[src/rtl/inst_fetch_queue.sv]
// Sequential instruction fetch front end for a one-cycle-latency instruction memory.
// Latency: address in cycle N -> pushed at end of N+1 -> visible on out_* in N+2.
// Backpressure: issue stalls while queued plus in-flight words would exceed DEPTH.
module inst_fetch_queue #(
  parameter int          DEPTH    = 4,
  parameter logic [31:0] RESET_PC = 32'h0000_0000
) (
  input  logic        clk,
  input  logic        rst,
  input  logic        redirect,
  input  logic [31:0] redirect_pc,
  output logic [31:0] imem_addr,
  input  logic [31:0] imem_inst,
  output logic        out_valid,
  output logic [31:0] out_pc,
  output logic [31:0] out_inst,
  input  logic        out_ready
);

  localparam int PW = (DEPTH > 1) ? $clog2(DEPTH) : 1;
  localparam int CW = $clog2(DEPTH) + 1;
  localparam logic [CW-1:0] DEPTH_C = CW'(DEPTH);

  logic [31:0]   fetch_pc_q, fetch_pc_d;
  logic [31:0]   req_pc_q, req_pc_d;
  logic          req_valid_q, req_valid_d;
  logic [PW-1:0] wr_ptr_q, wr_ptr_d;
  logic [PW-1:0] rd_ptr_q, rd_ptr_d;
  logic [CW-1:0] count_q, count_d;

  logic [31:0]   pc_mem   [DEPTH];
  logic [31:0]   inst_mem [DEPTH];

  logic          issue;
  logic          push;
  logic          pop;

  // Head presentation: zeros whenever the queue is empty.
  always_comb begin
    out_valid = (count_q != '0);
    out_pc    = out_valid ? pc_mem[rd_ptr_q]   : 32'h0;
    out_inst  = out_valid ? inst_mem[rd_ptr_q] : 32'h0;
    imem_addr = fetch_pc_q;
  end

  // Next-state: issue guard reserves a slot for every in-flight word, since the memory cannot stall.
  always_comb begin
    fetch_pc_d  = fetch_pc_q;
    req_pc_d    = req_pc_q;
    req_valid_d = 1'b0;
    wr_ptr_d    = wr_ptr_q;
    rd_ptr_d    = rd_ptr_q;
    count_d     = count_q;
    // A pop in this cycle is deliberately not credited to the issue decision.
    issue       = !redirect && ((count_q + CW'(req_valid_q)) < DEPTH_C);
    push        = req_valid_q && !redirect;
    pop         = out_valid && out_ready;

    if (redirect) begin
      // The handshake this cycle still completes; everything behind it is dropped.
      fetch_pc_d  = redirect_pc & 32'hFFFF_FFFC;
      req_valid_d = 1'b0;
      wr_ptr_d    = '0;
      rd_ptr_d    = '0;
      count_d     = '0;
    end else begin
      req_valid_d = issue;
      if (issue) begin
        req_pc_d   = fetch_pc_q;
        fetch_pc_d = fetch_pc_q + 32'd4;
      end
      if (push) wr_ptr_d = wr_ptr_q + PW'(1);
      if (pop)  rd_ptr_d = rd_ptr_q + PW'(1);
      count_d = count_q + CW'(push) - CW'(pop);
    end
  end

  // Control state register with synchronous reset.
  always_ff @(posedge clk) begin
    if (rst) begin
      fetch_pc_q  <= RESET_PC;
      req_pc_q    <= RESET_PC;
      req_valid_q <= 1'b0;
      wr_ptr_q    <= '0;
      rd_ptr_q    <= '0;
      count_q     <= '0;
    end else begin
      fetch_pc_q  <= fetch_pc_d;
      req_pc_q    <= req_pc_d;
      req_valid_q <= req_valid_d;
      wr_ptr_q    <= wr_ptr_d;
      rd_ptr_q    <= rd_ptr_d;
      count_q     <= count_d;
    end
  end

  // Queue storage: capture the returning word together with the PC that requested it.
  always_ff @(posedge clk) begin
    if (push && !rst) begin
      pc_mem[wr_ptr_q]   <= req_pc_q;
      inst_mem[wr_ptr_q] <= imem_inst;
    end
  end

endmodule

[config.mk]
export PLATFORM = sky130hd
export DESIGN_NAME = inst_fetch_queue
export DESIGN_NICKNAME = d
export VERILOG_FILES = /design/src/rtl/inst_fetch_queue.sv
export SDC_FILE = /design/constraint.sdc
export NUM_CORES = 1
export LEC_CHECK = 0
export ABC_AREA = 1
export CAP_MARGIN = 10
export CORE_ASPECT_RATIO = 0.5
export CORE_MARGIN = 2
export CORE_UTILIZATION = 50
export CTS_BUF_LIST = sky130_fd_sc_hd__clkbuf_4 sky130_fd_sc_hd__clkbuf_8 sky130_fd_sc_hd__clkbuf_16
export CTS_CLUSTER_DIAMETER = 120
export DETAILED_ROUTE_END_ITERATION = 8
export PLACE_DENSITY = 0.76
export SLEW_MARGIN = 20
export SYNTH_ARGS = -nofsm -noshare
export SYNTH_HDL_FRONTEND = slang
export SYNTH_SLANG_ARGS = --single-unit
[constraint.sdc]
create_clock -name clk -period 5 [get_ports clk]
set_input_delay 1.5 -clock clk [delete_from_list [all_inputs] [get_ports clk]]
set_output_delay 1.5 -clock clk [all_outputs]
set_load 0.005 [all_outputs]
# ---- After elaboration in Yosys (flattened, before gate mapping)
# Memory sizes are Yosys's and may differ from the RTL's. A register that Yosys moved wholly into a read port is not among the register bits.
# Cells that the tools add are included.
dict set report op_classes {
  addsub 6
  n_lt_le_gt_ge 1
  n_mux 10
  n_bitwise 1
  n_reduce_logical 10
}
# op n
set op_table {}
lappend op_table {{two-way mux 32 bit} 4}
lappend op_table {{adder 32 x 3 -> 32 bit, second input constant} 1}
lappend op_table {{two-way mux 2 bit} 4}
lappend op_table {{adder 3 x 1 -> 3 bit} 2}
lappend op_table {{adder 2 x 1 -> 2 bit, second input constant} 2}
lappend op_table {{logical AND 1 bit} 4}
lappend op_table {{less-than comparator 3 bit, second input constant} 1}
lappend op_table {{nonzero test 3 bit} 1}
lappend op_table {{subtractor 3 x 1 -> 3 bit} 1}
lappend op_table {{logical NOT 1 bit} 2}
lappend op_table {{two-way mux 1 bit} 2}
lappend op_table {{AND reduction 2 bit} 1}
lappend op_table {{nonzero test 2 bit} 1}
lappend op_table {{OR reduction 2 bit} 1}
lappend op_table {{inverter 1 bit} 1}
dict set report totals {
  register_bits 72
  ram_bits 256
  inputBits 68
  elab_cells 37
  memories 2
}
# name words width read_ports rd_ports_with_merged_regs write_ports line_no
set mem_list {}
lappend mem_list {inst_mem 4 32 1 1 1 32} ;# logic [31:0] inst_mem [DEPTH];
lappend mem_list {pc_mem 4 32 1 1 1 31} ;# logic [31:0] pc_mem [DEPTH];

# ---- Depth between registers and ports, before layout
# Gate-level depths: netlist (run 1).
dict set report depth {
  ltp_word 5
  ltp_mapped 10
  depth_no_buf 10
}

# ---- Least setup slack after synthesis (run 1)
# OpenSTA, ideal clock, no wires.
dict set report synth_path {
  path_type {input -> register}
  startpoint {in redirect}
  endpoint {mem inst_mem[0][0] (enable)}
  setup_time_ns 0.482
  t_arrival_ns 4.651
  required_time_ns 4.518
  slack_ns -0.133
  path_stages 4
  path_buffers 1
  cell_sequence {clkbuf_1 nor2_1 nand2_1 nor2_1}
}
dict set report synth_between {
  elab_chain_cells 5
}
# item line_no
set synth_rtl {}
lappend synth_rtl {{from (decl)} 10} ;# input logic redirect,
lappend synth_rtl {{logical NOT 1 bit} 56} ;# push = req_valid_q && !redirect;
lappend synth_rtl {{logical AND 1 bit} 56}
lappend synth_rtl {{logical AND 1 bit} 99} ;# if (push && !rst) begin
lappend synth_rtl {{two-way mux 1 bit} 99}
lappend synth_rtl {{two-way mux 1 bit (implied by the code)} 101} ;# inst_mem[wr_ptr_q] <= imem_inst;
lappend synth_rtl {{to (decl)} 32}
# No other way between the ends.

==> impl_metrics.csv, run 1 <==
group,metric,value,unit
logic_synthesis,ys_seq_area_share,66.3,%
job,drv_cap,0,
clock_tree,cts.clk_slew.worst_paths,60,ps
layout,fin_cells,1799,
worst_setup_path,cp-start-kind,"register",
pwr,ir_drop,0.000251,V
logic_synthesis,yosys.area_share.xor_xnor,0.525,%
layout,final_util,61.0,%
clock_tree,postCtsHoldBufs,0,
clock_tree,numCtsBuffers,27,
die,io_pins,165,
layout,area_growth,20.3,%
worst_setup_path,crit_fanout,106,
drt,routed_via_density,5.37,
placement,gp_congestion,0.836,
logic_synthesis,netlist_instances,1292,
status,outcome,"finished clean",
logic_synthesis,synth-seq-cells,318,
drt,drt_iter0_drc,786,
die,die_y,120,µm
worst_setup_path,worst-setup-path-type,"reg2out",
sta,min_period,4500,ps
sta,setup_viol,0,
global_routing,antenna_found_initial,0,
logic_synthesis,ys_warn_count,0,
layout,drive_gt1_share,8.85,%
logic_synthesis,syn_area,13300,µm²
clock_tree,clock_latency,540,ps
worst_setup_path,path_cells,"inv_2, buf_12, o21ai_0, a21oi_1, clkdlybuf4s50_1",
worst_setup_path,slowest_delay,830,ps
logic_synthesis,synth.largest_area_cell,"edfxtp_1",
sta,worstMarginPinSlew,841,ps
worst_hold_path,worstHoldPathType,"reg2reg",
sta,max-slew-margin-rel,43.9,%
placement,hpwl,19100,µm
clock_tree,clk_path_buf_depth,3,
worst_hold_path,hold_start,"rd_ptr_q[1]$_SDFFE_PP0P_",
global_routing,grt.overflow.total,0,
clock_tree,cts_resized,0,
worst_setup_path,crit_arrival,3000,ps
die,rows,42,
pwr,power_leakage,5.38,nW
global_routing,grt_pass1_wl,48700,µm
worst_setup_path,cp.required,3500,ps
logic_synthesis,synthMuxAreaShare,0,%
sta,post-route-period-util,90.0,%
clock_tree,htree_levels,1,
global_routing,grt_pass1_vias,9565,
clock_tree,cts.sinks,318,
logic_synthesis,synth_top_area_share,55.8,%
sta,rsz0062_at_grt,"no",
clock_tree,post_cts_buffers,0,
die,start_util,50.7,%
drt,post_drt_wl_per_cell,17.4,µm
die,die_w,235,µm
die,coreArea,26300,µm²
sta,drv_slew,0,
placement,dp.cells,1753,
sta,hold_violations,0,
clock_tree,cts_root_buf,"clkbuf_16",
worst_setup_path,worstSetupEndpointType,"output pin",
global_routing,grt_start_max_net_pins,107,
sta,fmax,222,MHz
drt,drc,0,
worst_setup_path,crit_slowest_cell,"dfxtp_4",
drt,drtPass1Iterations,5,
logic_synthesis,ys_types,35,
logic_synthesis,synth_fa_ha_area_share,0.806,%
layout,multi_input_area,3930,µm²
clock_tree,tritoncts,"done",
logic_synthesis,synth-simple-area-share,16.5,%
global_routing,track_usage,21.6,%
layout,nNetsFinal,1506,
drt,ant_nets,0,
sta,fin_setup_tns,0,ps
logic_synthesis,synth_edf_count,248,
logic_synthesis,syn_avg_cell_area,10.3,µm²
layout,register_area,8850,µm²
die,dieArea,28100,µm²
logic_synthesis,async_flop_share,0,%
layout,antennaDiodeCount,0,
placement,io_buffers,158,
logic_synthesis,synth_area_leaders,"edfxtp_1 (56%), dfxtp_1 (11%), nor2_1 (8.2%)",
pwr,p_per_area,326,nW/µm²
logic_synthesis,ys.flop_type,"edfxtp_1",
sta,fin_skew,15.2,ps
worst_setup_path,reg2reg_from,"count_q[1]$_SDFF_PP0_",
logic_synthesis,synth_compound_area_share,11.2,%
drt,drt_wl_total,31200,µm
logic_synthesis,synth_top_family_by_area,"simple AND/OR/NAND/NOR gates",
drt,num_vias,9654,
layout,nFillCells,2042,
==> worst paths after layout <==
path / slack, ps / to / cells past startpoint
worst min register to register: 470 / register / 2
worst max-delay path: 500 / out_pc[13] / 5
worst max register to register: 2530 / count_q[2]$_SDFF_PP0_ / 11
worst min-delay path: 470 / register / 2
==> worst max-delay path, delay by kind of cell, from the launching register on <==
family                 cells  cell delay, ps
buffers and inverters      3            1170
DFF                        1             830
AOI/OAI and AO/OA          2             350
==> through the flow <==
stage,hold WS [ps],setup WS [ps],cell area (µm²),total power [W]
6_report,471,500,16000,0.00523
4_1_cts,480,469,16000,0.00525
3_5_place_dp,453,1050,15300,0.00336
3_3_place_gp,440,1070,15300,0.00334
5_1_grt,506,273,16000,0.00538
2_1_floorplan,436,-133,13400,0.00314
==> cell usage after synthesis, types with 6 or more instances <==
| cell | count |
|---|---|
| nor2_2 | 7 |
| clkbuf_1 | 44 |
| nand2_2 | 23 |
| dfxtp_1 | 70 |
| nand3_1 | 36 |
| buf_2 | 16 |
| ha_1 | 7 |
| o21ai_0 | 151 |
| a31oi_1 | 7 |
| a21oi_1 | 100 |
| inv_1 | 65 |
| edfxtp_1 | 248 |
| nand2_1 | 165 |
| nor2_1 | 290 |
| a21oi_2 | 20 |
| xnor2_1 | 6 |
==> registers in the layout, indices dropped and copies added (netlist names), named ones only <==
register / cells
inst_mem: 128
pc_mem: 120
imem_addr: 30
req_pc_q: 30
count_q: 3
rd_ptr_q: 2
wr_ptr_q: 2
req_valid_q: 1
==> per-layer routing <==
| layer | global-route usage (%) | vias to the layer above | part of all wire [%] |
|---|---|---|---|
| li1 | - | 4653 | - |
| met1 | 29.0 | 4650 | 44 |
| met2 | 36.6 | 294 | 47 |
| met3 | 3.54 | 57 | 5.9 |
| met4 | 6.61 | 0 | 2.6 |
| met5 | 0 | - | 0 |
==> cell type report <==
class | instances | area share [%]
timing repair buffer | 177 | 11.0
multi-input combinational | 837 | 24.5
tap | 352 | 2.74
clock inverter | 14 | 0.437
inverter | 69 | 1.61
sequential | 318 | 55.2
clock buffer | 32 | 4.52
==> logic make-up after synthesis <==
family,Yosys count
AOI/OAI and AO/OA,282
DFF,318
and+or+nand+nor,535
adders and majority gates,8
other,1
buffers and inverters,140
xor gates and xnor gates,8
==> power by group <==
part           total (W)  switching, W  internal [W]
combinational   0.000365      0.000185      0.000180
sequential       0.00293     0.0000537       0.00288
clock            0.00193      0.000896       0.00103
==> layout by cell type, fill, tap and decap left out, types with 3 or more instances in the layout <==
cell / synthesis / layout
a31oi_1: 7 / 7
dfxtp_1: 70 / 68
nand2_2: 23 / 23
clkinv_1: 0 / 5
inv_1: 65 / 65
clkbuf_16: 0 / 27
nand2_1: 165 / 165
and2_1: 3 / 3
a21oi_2: 20 / 20
nand3_1: 36 / 36
a21oi_1: 100 / 100
inv_2: 4 / 4
o21ai_0: 151 / 151
buf_12: 0 / 4
xnor2_1: 6 / 6
ha_1: 7 / 7
nor2_1: 290 / 286
nor2_4: 2 / 6
nor2_2: 7 / 7
buf_4: 4 / 15
conb_1: 1 / 4
edfxtp_1: 248 / 248
clkinv_2: 0 / 7
clkbuf_4: 0 / 3
clkdlybuf4s50_1: 0 / 157
Power figures use the tool's default switching activity.
==> inputs of run 2 (changes only) <==
- ABC_CLOCK_PERIOD_IN_PS: default -> 5000
==> results of run 2 <==
No change in the layout: final DEF, timing and power equal those of run 1.
==> inputs of run 3 (changes only) <==
- ABC_CLOCK_PERIOD_IN_PS: 5000 -> default
- CORE_MARGIN: 2 -> default
- GPL_TIMING_DRIVEN: default -> 0
==> run 3 against run 2 <==
  * Core utilization up 3.6 points
  * Global-route usage up 3.0 points
  * Combinational power up 7.7%
  * Clock skew down 5.2 ps
  * Critical endpoint is now out_pc[17]
  * Largest power group unchanged
  * Highest routed layer unchanged
==> impl_metrics.csv, run 3 (same netlist as run 1, synthesis figures left out) <==
group,metric,value,unit
status,outcome,"finished clean",
sta,setup_viol,0,
layout,largestRegisters,"inst_mem: 128 flops, pc_mem: 120 flops",
global_routing,grt_pass1_vias,9772,
worst_hold_path,worstHoldPathType,"reg2reg",
worst_setup_path,cp.required,3500,ps
placement,dp.cells,1807,
pwr,switching_power,0.00120,W
clock_tree,postCtsHoldBufs,0,
layout,fin_cells,1858,
pwr,internal-power,0.00430,W
pwr,power_leakage,5.63,nW
worst_setup_path,crit_fanout,10,
clock_tree,clock_latency,550,ps
pwr,p_sw_share,21.8,%
sta,hold_violations,0,
placement,pre_cts_ws,396,ps
die,coreArea,25700,µm²
worst_setup_path,slowest_delay,550,ps
worst_setup_path,cp-start-kind,"register",
placement,io_buffers,157,
layout,multi_input_area,3930,µm²
worst_setup_path,crit_arrival,2910,ps
worst_hold_path,hold_start,"rd_ptr_q[1]$_SDFFE_PP0P_",
sta,post-route-period-util,88.3,%
clock_tree,tritoncts,"done",
sta,worstMarginPinSlew,717,ps
drt,drtPass1Iterations,5,
job,drv_cap,0,
drt,drt_wl_total,33700,µm
layout,register_area,8850,µm²
sta,rsz0062_at_grt,"no",
layout,final_util,64.6,%
layout,top_register,"inst_mem",
pwr,power,0.00550,W
sta,min_period,4410,ps
pwr,p_comb_share,7.1,%
global_routing,track_usage,24.6,%
layout,drive_gt1_share,9.78,%
drt,ant_nets,0,
pwr,pwr-share-seq,53.3,%
layout,antennaDiodeCount,0,
clock_tree,htree_levels,1,
drt,drt_iter0_drc,1060,
layout,final_common_cell,"nor2_1",
sta,fin_ws,587,ps
clock_tree,numCtsBuffers,28,
die,io_pins,165,
sta,drv_slew,0,
pwr,p_clk_share,39.6,%
sta,fin_skew,10.1,ps
sta,fmax,227,MHz
worst_setup_path,worst-setup-path-type,"reg2out",
clock_tree,cts.sinks,318,
pwr,ir_drop,0.000231,V
worst_setup_path,reg2reg_from,"count_q[1]$_SDFF_PP0_",
drt,num_vias,10000,
drt,routed_via_density,5.40,
clock_tree,cts_root_buf,"clkbuf_16",
clock_tree,clk_path_buf_depth,3,
die,rows,41,
worst_setup_path,crit_slowest_cell,"clkdlybuf4s50_1",
die,die_w,233,µm
drt,drc,0,
die,dieArea,27400,µm²
layout,layout_common_cells,"nor2_1 (286), edfxtp_1 (248), nand2_1 (165)",
die,die_y,118,µm
clock_tree,post_cts_buffers,0,
placement,gp_congestion,0.875,
global_routing,grt_start_max_net_pins,24,
layout,nFillCells,1921,
sta,fin_setup_tns,0,ps
pwr,p_per_area,331,nW/µm²
worst_setup_path,worstSetupEndpointType,"output pin",
layout,largest_reg_flops,128,
worst_setup_path,path_cells,"buf_2, inv_2, buf_2, clkbuf_1, o21ai_0, a21oi_1, clkdlybuf4s50_1",
worst_setup_path,cp_common_cell,"buf_2",
sta,max-slew-margin-rel,52.1,%
layout,nNetsFinal,1569,
drt,post_drt_wl_per_cell,18.2,µm
die,start_util,51.9,%
layout,area_growth,24.4,%
clock_tree,cts.clk_slew.worst_paths,70,ps
clock_tree,cts_resized,0,
placement,hpwl,22500,µm
global_routing,grt.overflow.total,0,
global_routing,antenna_found_initial,0,
global_routing,grt_pass1_wl,52400,µm
run 3: path summary, 6_finish.rpt:
check,to,slack [ps],cells past startpoint
max reg2reg,count_q[2]$_SDFF_PP0_,2510,10
min reg2reg,rd_ptr_q[1]$_SDFFE_PP0P_,490,2
min,rd_ptr_q[1]$_SDFFE_PP0P_,490,2
max,out_pc[17],590,7
run 3: power groups by stage:
stage / combinational (W) / sequential (W) / clock (W)
2_1_floorplan: 0.000168 / 0.00297 / 0
3_3_place_gp: 0.000376 / 0.00299 / 0
3_5_place_dp: 0.000391 / 0.00299 / 0
4_1_cts: 0.000394 / 0.00293 / 0.00220
5_1_grt: 0.000426 / 0.00293 / 0.00230
6_report: 0.000393 / 0.00293 / 0.00218
run 3: critical path: cells and delay by family, from the launching register on:
| kind | cells | cell delay, ps |
|---|---|---|
| compound gates | 2 | 470 |
| buf+inv | 5 | 1590 |
| flops | 1 | 310 |
run 3: routing by layer:
layer / vias to the layer above / GRT usage [%] / routed length, µm
li1: 4777 / - / -
met1: 4796 / 34.0 / 14600
met2: 418 / 41.2 / 16600
met3: 41 / 3.56 / 2050
met4: 0 / 5.35 / 515
met5: - / 0 / 0
run 3: final cells by class:
type                    instances  share of cell area [%]
clock buffers                  36                    4.76
flip-flops and latches        318                    53.3
inverters                      69                    1.56
plain buffers                  71                    2.09
well taps                     344                    2.59
multi-input cells             837                    23.7
repair buffers                168                    11.2
clock inverters                15                   0.844
run 3: through the flow:
stage | hold slack (ps) | instance area, µm²
6_report | 485 | 16600
5_1_grt | 509 | 16600
3_3_place_gp | 453 | 15400
3_5_place_dp | 469 | 15700
2_1_floorplan | 436 | 13400
4_1_cts | 485 | 16600
